$ cat config.mk
export PLATFORM = sky130hd
export DESIGN_NAME = pipeline_control_sequencer_flat
export DESIGN_NICKNAME = d
export VERILOG_FILES = /design/src/rtl/pipeline_control_sequencer_if.sv /design/src/rtl/pipeline_control_sequencer.sv /design/src/flat_wrapper.sv
export SDC_FILE = /design/constraint.sdc
export NUM_CORES = 1
export LEC_CHECK = 0
export ABC_AREA = 1
export BUFFER_PORTS_ARGS = -buffer_cell sky130_fd_sc_hd__buf_2
export CAP_MARGIN = 20
export CELL_PAD_IN_SITES_DETAIL_PLACEMENT = 1
export CELL_PAD_IN_SITES_GLOBAL_PLACEMENT = 1
export CORE_UTILIZATION = 41
export DETAILED_ROUTE_END_ITERATION = 12
export PLACE_DENSITY_LB_ADDON = 0.2
export SLEW_MARGIN = 20
export SYNTH_ARGS = -nofsm -noshare
export SYNTH_HDL_FRONTEND = slang
export SYNTH_SLANG_ARGS = --single-unit
$ cat constraint.sdc
create_clock -name clock -period 1.8 [get_ports clock]
set_input_delay 0.18 -clock clock [delete_from_list [all_inputs] [get_ports clock]]
set_output_delay 0.18 -clock clock [all_outputs]
set_load 0.05 [all_outputs]
$ cat src/rtl/pipeline_control_sequencer_if.sv
// Control bundle between the pipeline hazard/redirect sources and the stage-control sequencer.
// The master drives the pipeline events; the slave (sequencer) returns stage controls and status.
interface pipeline_control_sequencer_if #(
  parameter int unsigned CNT_W = 16
);
  logic             data_hazard;
  logic             branch_redirect;
  logic             mem_busy;
  logic             perf_clear;
  logic             hold_fetch;
  logic             hold_decode;
  logic             bubble_execute;
  logic             hold_memory;
  logic             flush;
  logic [1:0]       state;
  logic [CNT_W-1:0] stall_count;
  logic             timeout_err;

  modport master (
    output data_hazard, branch_redirect, mem_busy, perf_clear,
    input  hold_fetch, hold_decode, bubble_execute, hold_memory, flush,
    input  state, stall_count, timeout_err
  );

  modport slave (
    input  data_hazard, branch_redirect, mem_busy, perf_clear,
    output hold_fetch, hold_decode, bubble_execute, hold_memory, flush,
    output state, stall_count, timeout_err
  );
endinterface

$ cat src/rtl/pipeline_control_sequencer.sv
// Pipeline stall/flush sequencer: arbitrates memory waits, branch redirects and RAW hazards
// into per-stage hold/bubble/flush controls, with stall and memory-timeout monitoring.
module pipeline_control_sequencer #(
  parameter int unsigned FLUSH_CYCLES = 2,
  parameter int unsigned MEM_TIMEOUT  = 1023,
  parameter int unsigned CNT_W        = 16
) (
  input logic                        clock,
  input logic                        reset,
  pipeline_control_sequencer_if.slave bus
);

  localparam int unsigned FC_W   = 4;
  localparam int unsigned WAIT_W = (MEM_TIMEOUT < 1) ? 1 : $clog2(MEM_TIMEOUT + 1);
  localparam logic [FC_W-1:0]   FLUSH_LOAD = FC_W'(FLUSH_CYCLES - 1);
  localparam logic [WAIT_W-1:0] WAIT_MAX   = WAIT_W'(MEM_TIMEOUT);

  typedef enum logic [1:0] {
    RUN     = 2'd0,
    HAZARD  = 2'd1,
    FLUSH   = 2'd2,
    MEMWAIT = 2'd3
  } state_t;

  state_t           state_q, state_d;
  logic [FC_W-1:0]  flush_cnt_q, flush_cnt_d;
  logic             pend_q, pend_d;
  logic [WAIT_W-1:0] wait_q, wait_d;
  logic             timeout_q;
  logic [CNT_W-1:0] stall_q;
  logic             hold_fetch_c, hold_decode_c, bubble_execute_c, hold_memory_c, flush_c;
  logic             redirect_c, stall_c;

  always_ff @(posedge clock or negedge reset) begin
    if (!reset) begin
      state_q     <= RUN;
      flush_cnt_q <= '0;
      pend_q      <= 1'b0;
    end else begin
      state_q     <= state_d;
      flush_cnt_q <= flush_cnt_d;
      pend_q      <= pend_d;
    end
  end

  // Next state and same-cycle stage controls; memory wait outranks everything.
  always_comb begin
    state_d          = state_q;
    flush_cnt_d      = flush_cnt_q;
    pend_d           = pend_q;
    hold_fetch_c     = 1'b0;
    hold_decode_c    = 1'b0;
    bubble_execute_c = 1'b0;
    hold_memory_c    = 1'b0;
    flush_c          = 1'b0;
    redirect_c       = 1'b0;
    stall_c          = 1'b0;
    if (bus.mem_busy) begin
      hold_fetch_c  = 1'b1;
      hold_decode_c = 1'b1;
      hold_memory_c = 1'b1;
      state_d       = MEMWAIT;
      if (bus.branch_redirect || (state_q == FLUSH)) pend_d = 1'b1;
    end else if (state_q == FLUSH) begin
      flush_c = 1'b1;
      if (bus.branch_redirect) flush_cnt_d = FLUSH_LOAD;
      else if (flush_cnt_q == '0) state_d = bus.data_hazard ? HAZARD : RUN;
      else flush_cnt_d = flush_cnt_q - FC_W'(1);
    end else begin
      // A hazard coincident with a redirect still stalls; the redirect only decides the next state.
      redirect_c       = bus.branch_redirect || pend_q;
      stall_c          = bus.data_hazard || ((state_q == HAZARD) && !redirect_c);
      hold_fetch_c     = stall_c;
      hold_decode_c    = stall_c;
      bubble_execute_c = stall_c;
      if (redirect_c) begin
        state_d     = FLUSH;
        flush_cnt_d = FLUSH_LOAD;
        pend_d      = 1'b0;
      end else if (bus.data_hazard) begin
        state_d = HAZARD;
      end else begin
        state_d = RUN;
      end
    end
    if (!reset) begin
      hold_fetch_c     = 1'b0;
      hold_decode_c    = 1'b0;
      bubble_execute_c = 1'b0;
      hold_memory_c    = 1'b0;
      flush_c          = 1'b0;
    end
  end

  always_comb begin
    wait_d = '0;
    if (bus.mem_busy) wait_d = (wait_q == WAIT_MAX) ? wait_q : wait_q + WAIT_W'(1);
  end

  // Consecutive memory-wait run length and sticky timeout.
  always_ff @(posedge clock or negedge reset) begin
    if (!reset) begin
      wait_q    <= '0;
      timeout_q <= 1'b0;
    end else begin
      wait_q    <= wait_d;
      timeout_q <= timeout_q | (wait_d == WAIT_MAX);
    end
  end

  // Saturating count of fetch-hold cycles; clear wins over increment.
  always_ff @(posedge clock or negedge reset) begin
    if (!reset) begin
      stall_q <= '0;
    end else if (bus.perf_clear) begin
      stall_q <= '0;
    end else if (hold_fetch_c && (stall_q != '1)) begin
      stall_q <= stall_q + CNT_W'(1);
    end
  end

  assign bus.hold_fetch     = hold_fetch_c;
  assign bus.hold_decode    = hold_decode_c;
  assign bus.bubble_execute = bubble_execute_c;
  assign bus.hold_memory    = hold_memory_c;
  assign bus.flush          = flush_c;
  assign bus.state          = state_q;
  assign bus.stall_count    = stall_q;
  assign bus.timeout_err    = timeout_q;

endmodule

$ cat src/flat_wrapper.sv
// flat-port wrapper written by rule: the top's interface ports become plain ports
module pipeline_control_sequencer_flat 
#(
  parameter int unsigned FLUSH_CYCLES = 2,
  parameter int unsigned MEM_TIMEOUT  = 1023,
  parameter int unsigned CNT_W        = 16
)
  (clock, reset, bus_data_hazard, bus_branch_redirect, bus_mem_busy, bus_perf_clear, bus_hold_fetch, bus_hold_decode, bus_bubble_execute, bus_hold_memory, bus_flush, bus_state, bus_stall_count, bus_timeout_err);
  pipeline_control_sequencer_if #(.CNT_W(CNT_W)) bus_i ();
  input logic clock;
  input logic reset;
  input wire logic [$bits(bus_i.data_hazard)-1:0] bus_data_hazard;
  input wire logic [$bits(bus_i.branch_redirect)-1:0] bus_branch_redirect;
  input wire logic [$bits(bus_i.mem_busy)-1:0] bus_mem_busy;
  input wire logic [$bits(bus_i.perf_clear)-1:0] bus_perf_clear;
  output wire logic [$bits(bus_i.hold_fetch)-1:0] bus_hold_fetch;
  output wire logic [$bits(bus_i.hold_decode)-1:0] bus_hold_decode;
  output wire logic [$bits(bus_i.bubble_execute)-1:0] bus_bubble_execute;
  output wire logic [$bits(bus_i.hold_memory)-1:0] bus_hold_memory;
  output wire logic [$bits(bus_i.flush)-1:0] bus_flush;
  output wire logic [$bits(bus_i.state)-1:0] bus_state;
  output wire logic [$bits(bus_i.stall_count)-1:0] bus_stall_count;
  output wire logic [$bits(bus_i.timeout_err)-1:0] bus_timeout_err;
  assign bus_i.data_hazard = bus_data_hazard;
  assign bus_i.branch_redirect = bus_branch_redirect;
  assign bus_i.mem_busy = bus_mem_busy;
  assign bus_i.perf_clear = bus_perf_clear;
  assign bus_hold_fetch = bus_i.hold_fetch;
  assign bus_hold_decode = bus_i.hold_decode;
  assign bus_bubble_execute = bus_i.bubble_execute;
  assign bus_hold_memory = bus_i.hold_memory;
  assign bus_flush = bus_i.flush;
  assign bus_state = bus_i.state;
  assign bus_stall_count = bus_i.stall_count;
  assign bus_timeout_err = bus_i.timeout_err;
  pipeline_control_sequencer #(.FLUSH_CYCLES(FLUSH_CYCLES), .MEM_TIMEOUT(MEM_TIMEOUT), .CNT_W(CNT_W)) u_core (.clock(clock), .reset(reset), .bus(bus_i));
endmodule
==> metrics.md, run 1 <==
| Metric | Value |
|---|---|
| Worst hold path type | `primary input to flop` |
| Pin count of the biggest net entering global routing | `21` |
| Synth Warn # | `0` |
| Post-route DRC | `0` |
| HPWL after DPL | `4.12 mm` |
| Final hold slack | `168 ps` |
| Core ar. | `4790 um^2` |
| Die Y | `73.0 um` |
| Initial DRC Count | `108` |
| First-pass GRT wire length | `9.72 mm` |
| Final slew viol count | `0` |
| Worst EP arrival | `2040 ps` |
| Aggregate routed wire length | `6.35 mm` |
| Clk slew on worst S/H paths | `70 ps` |
| Final WS setup | `-4.65 ps` |
| Ant diodes | `0` |
| Initial antenna violation count | `0` |
| Clock tree root driver cell | `clkbuf_8` |
| Crit-path max FO | `6` |
| CTS tree | `yes` |
| Filler cells | `617` |
| Mapped Nets | `290` |
| Num ports | `30` |
| Synth area leader | `dfrtp_1` |
| Worst IR drop on VDD | `495 uV` |
| DR vias | `2074` |
| Area of the multi-input gates | `1130 um^2` |
| DR WL/cell | `15.8 um` |
| Slew of the pin with the lowest slew margin | `536 ps` |
| Area delta synth->final | `27.9%` |
| Setup CP Type | `flop to flop` |
| Slowest cell delay on critical path | `420 ps` |
| Syn Std Cell Area | `2070 um^2` |
| Antenna Violating Nets Remaining | `0` |
| Pwr Total | `0.00208 W` |
| Yosys cell types | `30` |
| Synth Register Bits | `34` |
| Slew margin rel. | `64.2%` |
| Failing checks | `setup timing` |
| Status | `finished, violations left` |
| Die area | `5330 um^2` |
| Most numerous cell in the Yosys netlist | `nand2_1` |
| Setup TNS Final | `-4.65 ps` |
| Final setup fails | `1` |
| Max_cap viols | `0` |
| Clock buffer depth | `2` |
| GRT Util Overall | `24.3%` |
| Width of the die | `73.0 um` |
| Worst path cell trace | `ha_4 > nand2_4 > nor3_4 > nand3_2 > nor2_4 > nor2_4 > buf_12 > nor2_4 > nand2_1 > nand2_1` |
| Clock sink total | `34` |
| H-tree depth | `2` |
| Tmin final | `1800 ps` |
| Layout Utilization | `55.2%` |
| CP bufs+invs | `1` |
| Crit-path leading delay family | `simple AND/OR/NAND/NOR gates` |
| Via/cell ratio | `5.17` |
| Yosys top cell area share | `41.2%` |
| Highest-delay cell along the critical path | `dfrtp_2` |
| Number of port buffers | `29` |
| RSZ-0062 raised after global routing | `yes` |
| Most used cell, CP | `nor2_4` |
| Tcrit/Tclk final | `100%` |
| Ranking of synthesized cells by area | `dfrtp_1 41%, nand2_1 15%, inv_1 6.7%` |
| Inserted Clock Buffers | `5` |
| Leakage | `1.36 nW` |
| Cell Rows | `25` |
| Synthesized instance count | `281` |
| DR pass1 iterations | `6` |
| Vias in the first global route | `1976` |
| Fin nets | `342` |
| Pwr per Cell Area | `785 nW/um^2` |
| Dominant synthesized flop cell | `dfrtp_1` |
| Share of post-route cells with drive strength above 1 | `26.3%` |
| Total grt overflow | `0` |
| Crit end category | `flop` |
| Clk_lat worst skew | `300 ps` |
| DP Area | `2340 um^2` |
| Setup crit start kind | `flop` |
| Gpl congestion | `0.801` |
| Req. time, crit path | `2030 ps` |
| Post-Syn Area per Cell | `7.35 um^2` |
| Max Freq | `0.554 GHz` |
| Sequential cell area | `860 um^2` |
| Final Instance Area | `2640 um^2` |
| Ys async rst share | `100%` |
| Final Hold Viols | `0` |
| Sequential cell area fraction in the yosys report | `41.2%` |
| Most common library cells after synthesis | `80 x nand2_1, 37 x inv_1, 34 x dfrtp_1` |
| Worst Clk Skew | `11.7 ps` |
| Starting Density | `43.2%` |
| Number of enable flip-flop cells after synthesis | `0` |
-- placed cells by master (no fill, tap or decap), types with 2 or more instances in the layout --
cell	instances
nand2_1	76
xor2_1	9
nand3b_1	10
nand4_1	7
o21ai_0	8
nand2_2	3
inv_1	35
o21ai_2	2
nor2_2	3
a21oi_1	7
clkbuf_4	2
nor3_1	3
buf_4	15
dfrtp_2	7
dfrtp_1	27
o21ai_1	2
nand3_1	26
nor2_4	7
nand3_2	2
clkbuf_8	6
nor2_1	28
buf_2	27
-- per-layer routing --
metal	track usage (%)	part of all wire, %	vias up
li1	-	-	1016
met1	33.4	46	1007
met2	38.4	49	41
met3	5.80	3.8	10
met4	6.10	1.6	0
met5	0	0	-
-- power breakdown --
| part | total (W) | leakage (nW) | internal, W | switching [W] |
|---|---|---|---|---|
| registers | 0.000895 | 0.443 | 0.000834 | 0.0000607 |
| logic | 0.000577 | 0.870 | 0.000187 | 0.000389 |
| clock network | 0.000604 | 0.0482 | 0.000309 | 0.000295 |
| total | 0.00208 | 1.36 | 0.00133 | 0.000745 |
-- worst reg2reg max path, cell delays in order (launching register included) --
cell and delay, ps:
dfrtp_2 420, ha_4 170, nand2_4 60, nor3_4 250
nand3_2 140, nor2_4 140, nor2_4 70, buf_12 160
nor2_4 200, nand2_1 90, nand2_1 60
-- cells by family after synthesis --
group	share of synthesized area, %
fa+ha+maj	1.82
compound gates	6.42
simple gates	37.4
buf+inv	8.90
flops	41.2
xor+xnor	4.24
-- layout make-up --
| cell class | count | share of cell area, % |
|---|---|---|
| inverter | 38 | 5.54 |
| clock inverter | 1 | 0.189 |
| tap | 67 | 3.17 |
| sequential | 34 | 32.5 |
| clock buffer | 7 | 3.27 |
| multi-input combinational | 206 | 42.9 |
| timing repair buffer | 48 | 12.5 |
-- through the flow --
step	cells	worst slack [ps]
after floorplan	281	8.40
after global routing	401	-147
after CTS	392	11.8
final	401	-4.65
after global placement	379	83.2
after detailed placement	379	7.71
-- registers in the layout, summed over array words and instances, names as in the netlist --
name                    cells
u_core.wait_q              10
u_core.flush_cnt_q          4
u_core.bus.timeout_err      1
u_core.pend_q               1
u_core.bus.state            2
u_core.bus.stall_count     16
-- repair_timing --
item | 4_1_cts | 5_1_grt
hold buffers | 1 | 0
hold endpoints to repair | 14 | 0
cloned | 2 | 2
endpoints found under the setup margin | 3 | 22
buffers inserted | 2 | 7
pin swaps | 3 | 14
gates resized for setup | 1 | 18
-- final timing paths --
check / startpoint / to / slack, ps / cells after the start
max reg2reg: u_core.bus.stall_count[1] / u_core.bus.stall_count[10] / -5 / 10
min in group asynchronous: reset / u_core.wait_q[9] / 260 / 2
max: u_core.bus.stall_count[1] / u_core.bus.stall_count[10] / -5 / 10
min reg2reg: u_core.bus.timeout_err / u_core.bus.timeout_err / 460 / 2
max in group asynchronous: reset / u_core.bus.stall_count[4] / 1010 / 3
min: bus_data_hazard / u_core.bus.state[0] / 170 / 3
Note: power is estimated with default switching activity, not from simulation.
==> inputs of run 2 (changes only) <==
--- a/constraint.sdc
+++ b/constraint.sdc
@@ -3,2 +3,2 @@
 set_output_delay 0.18 -clock clock [all_outputs]
-set_load 0.05 [all_outputs]
+set_load 0.02 [all_outputs]
==> run 2 against run 1 <==
  * The run now ends clean
  * Sequential share of layout area rose by 1.6 points
  * Power fell by 7.2%
  * First-iteration DRC count fell by 30%
  * Fmax rose by 7.4%
  * Die area did not move
  * Critical endpoint is now bus_hold_decode
  * Largest power group unchanged
==> metrics.md, run 2 (synthesis gave the netlist of run 1 again) <==
| Metric | Value |
|---|---|
| DR vias | `1990` |
| Layout Utilization | `52.1%` |
| Setup crit start kind | `flop` |
| Num ports | `30` |
| RSZ-0062 raised after global routing | `yes` |
| Commonest non-fill, non-tap cells in the layout | `80 x nand2_1, 37 x inv_1, 34 x dfrtp_1` |
| Total grt overflow | `0` |
| DR pass1 iterations | `4` |
| Crit-path max FO | `4` |
| Final setup fails | `0` |
| Met1 wire length | `2.50 mm` |
| Inserted Clock Buffers | `5` |
| Req. time, crit path | `1620 ps` |
| Worst path cell trace | `nor2_1 > o21ai_1 > o21ai_2 > inv_1 > buf_2` |
| GRT Util Overall | `22.4%` |
| Slowest cell delay on critical path | `400 ps` |
| Tcrit/Tclk final | `93.3%` |
| First-pass GRT wire length | `9.01 mm` |
| Antenna Violating Nets Remaining | `0` |
| Setup CP Type | `flop to primary output` |
| Vias in the first global route | `1957` |
| Clk slew on worst S/H paths | `70 ps` |
| Die Y | `73.0 um` |
| Max reg flops | `16` |
| Final WS setup | `120 ps` |
| CTS tree | `yes` |
| Slew of the pin with the lowest slew margin | `537 ps` |
| Initial antenna violation count | `0` |
| Commonest non-fill, non-tap cell in the layout | `nand2_1` |
| Aggregate routed wire length | `5.57 mm` |
| Ant diodes | `0` |
| Max Freq | `0.595 GHz` |
| Clk_lat worst skew | `290 ps` |
| Worst EP arrival | `1500 ps` |
| Core ar. | `4790 um^2` |
| Crit-path leading delay family | `flip-flops` |
| Initial DRC Count | `76` |
| CP bufs+invs | `2` |
| Number of port buffers | `29` |
| Tmin final | `1680 ps` |
| Starting Density | `43.2%` |
| Placement Setup Slack | `-121 ps` |
| Post-route DRC | `0` |
| Cell Rows | `25` |
| WL met2 | `2.90 mm` |
| HPWL after DPL | `4.00 mm` |
| Clock sink total | `34` |
| Non-filler instance count after layout | `395` |
| H-tree depth | `2` |
| Die area | `5330 um^2` |
| Worst IR drop on VDD | `343 uV` |
| Pwr per Cell Area | `772 nW/um^2` |
| Final Hold Viols | `0` |
| Top sig layer | `met4` |
| Slew margin rel. | `64.2%` |
| Met3 WL post-DR | `114 um` |
| Share of post-route cells with drive strength above 1 | `19.2%` |
| Final slew viol count | `0` |
| Clock buffer depth | `2` |
| Clock tree root driver cell | `clkbuf_8` |
| Via/cell ratio | `5.04` |
| Worst Clk Skew | `4.93 ps` |
| Post-Place Cells | `383` |
| Area delta synth->final | `20.7%` |
| Worst hold path type | `primary input to flop` |
| Gpl congestion | `0.793` |
| Leakage | `1.32 nW` |
| Fin nets | `336` |
| Highest-delay cell along the critical path | `dfrtp_1` |
| Width of the die | `73.0 um` |
| Max_cap viols | `0` |
| Pin count of the biggest net entering global routing | `19` |
| DR WL/cell | `14.1 um` |
| Status | `finished, final reports clean` |
| Crit end category | `primary output` |
==> run 2: per-layer routing <==
layer | up-vias | track usage [%]
met1 | 973 | 26.4
met2 | 26 | 40.9
met5 | - | 0
met3 | 5 | 4.83
li1 | 986 | -
met4 | 0 | 6.10
==> run 2: path summary, 6_finish.rpt <==
kind | slack [ps] | from | end | cells past startpoint
max | 120 | u_core.bus.state[0] | bus_hold_decode | 5
min | 150 | bus_data_hazard | u_core.bus.state[0] | 3
max reg2reg | 130 | u_core.bus.stall_count[1] | u_core.bus.stall_count[15] | 9
min reg2reg | 470 | u_core.bus.timeout_err | u_core.bus.timeout_err | 2
max in group asynchronous | 1000 | reset | u_core.bus.stall_count[1] | 3
min in group asynchronous | 300 | reset | u_core.pend_q | 2
==> run 2: repair_timing <==
item / 4_1_cts / 5_1_grt
endpoints found under the hold margin: 7 / 0
hold buffers: 1 / 0
buffers inserted: 0 / 2
gates resized for setup: 2 / 4
pin swaps: 0 / 1
setup endpoints to repair: 1 / 17
cloned: 0 / 1
==> run 2: worst reg2reg max path, delay by kind of cell (launching register included) <==
family                   cells  cell delay, ps
AND/OR/NAND/NOR              7             760
flip-flops                   1             400
buffers and inverters        1             260
adder cells (fa/ha/maj)      1             200
==> run 2: final cells by class <==
cell class | instances | area [um^2]
clock inverter | 1 | 5.00
multi-input combinational | 204 | 1060
inverter | 38 | 143
tap | 67 | 83.8
fill | 637 | 2290
clock buffer | 7 | 86.3
timing repair buffer | 44 | 263
sequential | 34 | 851
==> run 2: where the power goes <==
group | total [W] | switching [W] | internal (W) | leakage [nW]
registers | 0.000879 | 0.0000477 | 0.000831 | 0.453
clock network | 0.000600 | 0.000292 | 0.000309 | 0.0482
logic | 0.000447 | 0.000289 | 0.000158 | 0.822
total | 0.00193 | 0.000628 | 0.00130 | 1.32
==> run 2: metrics by stage <==
stage	hold WS [ps]	TNS (ps)	cell area [um^2]	power, W
finish	147	0	2490	0.00193
global route	149	-10.6	2490	0.00204
global placement	66.0	0	2340	0.00131
floorplan	-116	0	2070	0.00118
CTS	130	0	2460	0.00194
detailed placement	75.3	-121	2340	0.00133
==> inputs of run 3 (changes only) <==
- clock period: 1.8 -> 1.7 ns (I/O delays scaled with it)
==> run 3 against run 2 <==
  * Cell count increased by 2.5%
  * Clock-buffer cell count is 1 higher
  * Clock power up 21%
==> metrics.md, run 3 (synthesis gave the netlist of run 1 again) <==
| Metric | Value |
|---|---|
| Status | `finished, final reports clean` |
| Cell Rows | `25` |
| Clk_lat worst skew | `290 ps` |
| Depth of the worst hold-timing path | `3` |
| Antenna Violating Nets Remaining | `0` |
| Final slew viol count | `0` |
| Setup crit start kind | `flop` |
| Share of post-route cells with drive strength above 1 | `24.3%` |
| RSZ-0062 raised after global routing | `yes` |
| Initial antenna violation count | `0` |
| Final WS setup | `73.4 ps` |
| Initial DRC Count | `87` |
| Most used cell, CP | `nor2_4` |
| Req. time, crit path | `1930 ps` |
| Setup CP Type | `flop to flop` |
| Tcrit/Tclk final | `95.7%` |
| Fin nets | `346` |
| First-pass GRT wire length | `9.20 mm` |
| Width of the die | `73.0 um` |
| Slew margin rel. | `64.9%` |
| CP bufs+invs | `1` |
| Clk slew on worst S/H paths | `70 ps` |
| Gpl congestion | `0.836` |
| DR pass1 iterations | `4` |
| DR vias | `2058` |
| GRT Util Overall | `23.0%` |
| Commonest non-fill, non-tap cells in the layout | `78 x nand2_1, 36 x inv_1, 34 x dfrtp_1` |
| Die area | `5330 um^2` |
| Final hold slack | `160 ps` |
| HPWL after DPL | `4.01 mm` |
| Slowest cell delay on critical path | `380 ps` |
| H-tree depth | `2` |
| Worst IR drop on VDD | `450 uV` |
| Max reg flops | `16` |
| Ant diodes | `0` |
| Core ar. | `4790 um^2` |
| Num ports | `30` |
| Final setup fails | `0` |
| Total grt overflow | `0` |
| Aggregate routed wire length | `5.87 mm` |
| Pwr Total | `0.00218 W` |
| Commonest non-fill, non-tap cell in the layout | `nand2_1` |
| Final Instance Area | `2610 um^2` |
| Clock buffer depth | `2` |
| Starting Density | `43.2%` |
| Worst path cell trace | `ha_2 > nand2_2 > nor3_4 > nand3_2 > nor2_4 > nor2_4 > buf_4 > nand3b_1 > nand2_1` |
| Via/cell ratio | `5.08` |
| Placement Setup Slack | `-76.0 ps` |
| Slew of the pin with the lowest slew margin | `525 ps` |
| Max Freq | `0.615 GHz` |
| Worst EP arrival | `1850 ps` |
| DP Area | `2370 um^2` |
| Final Hold Viols | `0` |
| Crit end category | `flop` |
| Post-route DRC | `0` |
| Crit-path max FO | `8` |
| Pwr per Cell Area | `836 nW/um^2` |
| Inserted Clock Buffers | `5` |
| Worst Clk Skew | `9.39 ps` |
| Clock sink total | `34` |
| Highest-delay cell along the critical path | `dfrtp_1` |
| Worst hold path type | `primary input to flop` |
| CTS tree | `yes` |
| R2R depth | `9` |
| Leakage | `1.38 nW` |
| Number of port buffers | `29` |
| Levels on crit path | `9` |
| Pin count of the biggest net entering global routing | `26` |
| Vias in the first global route | `1968` |
| Tmin final | `1630 ps` |
| Crit-path leading delay family | `simple AND/OR/NAND/NOR gates` |
| DR WL/cell | `14.5 um` |
| Area delta synth->final | `26.4%` |
| Die Y | `73.0 um` |
| Max_cap viols | `0` |
| Clock tree root driver cell | `clkbuf_8` |
run 3: area by class of cell:
type / instances / area, um^2
fillers: 645 / 2170
flip-flops and latches: 34 / 851
multi-input cells: 205 / 1090
clock buffers: 8 / 110
inverters: 38 / 143
well taps: 67 / 83.8
repair buffers: 53 / 332
run 3: metal layers:
layer / wire, um / track usage [%]
met1: 2610 / 29.4
met2: 3030 / 37.9
met3: 136 / 4.83
met4: 97 / 9.37
met5: 0 / 0
run 3: path summary, 6_finish.rpt:
path / startpoint / to / slack [ps]
max: u_core.bus.stall_count[0] / u_core.bus.stall_count[10] / 70
min reg2reg: u_core.bus.timeout_err / u_core.bus.timeout_err / 480
min: bus_data_hazard / u_core.bus.state[0] / 160
min in group asynchronous: reset / u_core.bus.state[1] / 390
max reg2reg: u_core.bus.stall_count[0] / u_core.bus.stall_count[10] / 70
max in group asynchronous: reset / u_core.bus.stall_count[10] / 750
run 3: what timing repair did:
| item | in CTS | in global routing |
|---|---|---|
| hold buffers | 1 | 0 |
| buffers inserted | 2 | 5 |
| gates resized for setup | 2 | 14 |
| pin swaps | 1 | 11 |
| setup endpoints to repair | 10 | 20 |
| gates cloned | 0 | 2 |
| endpoints found under the hold margin | 9 | 0 |
run 3: report_power, final:
part	internal, W	switching, W	leakage [nW]
clock	0.000410	0.000317	0.0575
sequential	0.000880	0.0000542	0.453
combinational	0.000195	0.000329	0.874
run 3: tightest hold or removal path: cells and delay by family:
family	cells	cell delay (ps)
AOI/OAI and AO/OA	1	70
buffers and inverters	2	180
run 3: through the flow:
step / util, % / cells / TNS, ps
floorplan: - / 281 / 0
global placement: 49.6 / 387 / 0
detailed placement: 49.6 / 387 / -95.6
CTS: 52.6 / 398 / 0
global route: 54.6 / 405 / -186
finish: 54.6 / 405 / 0
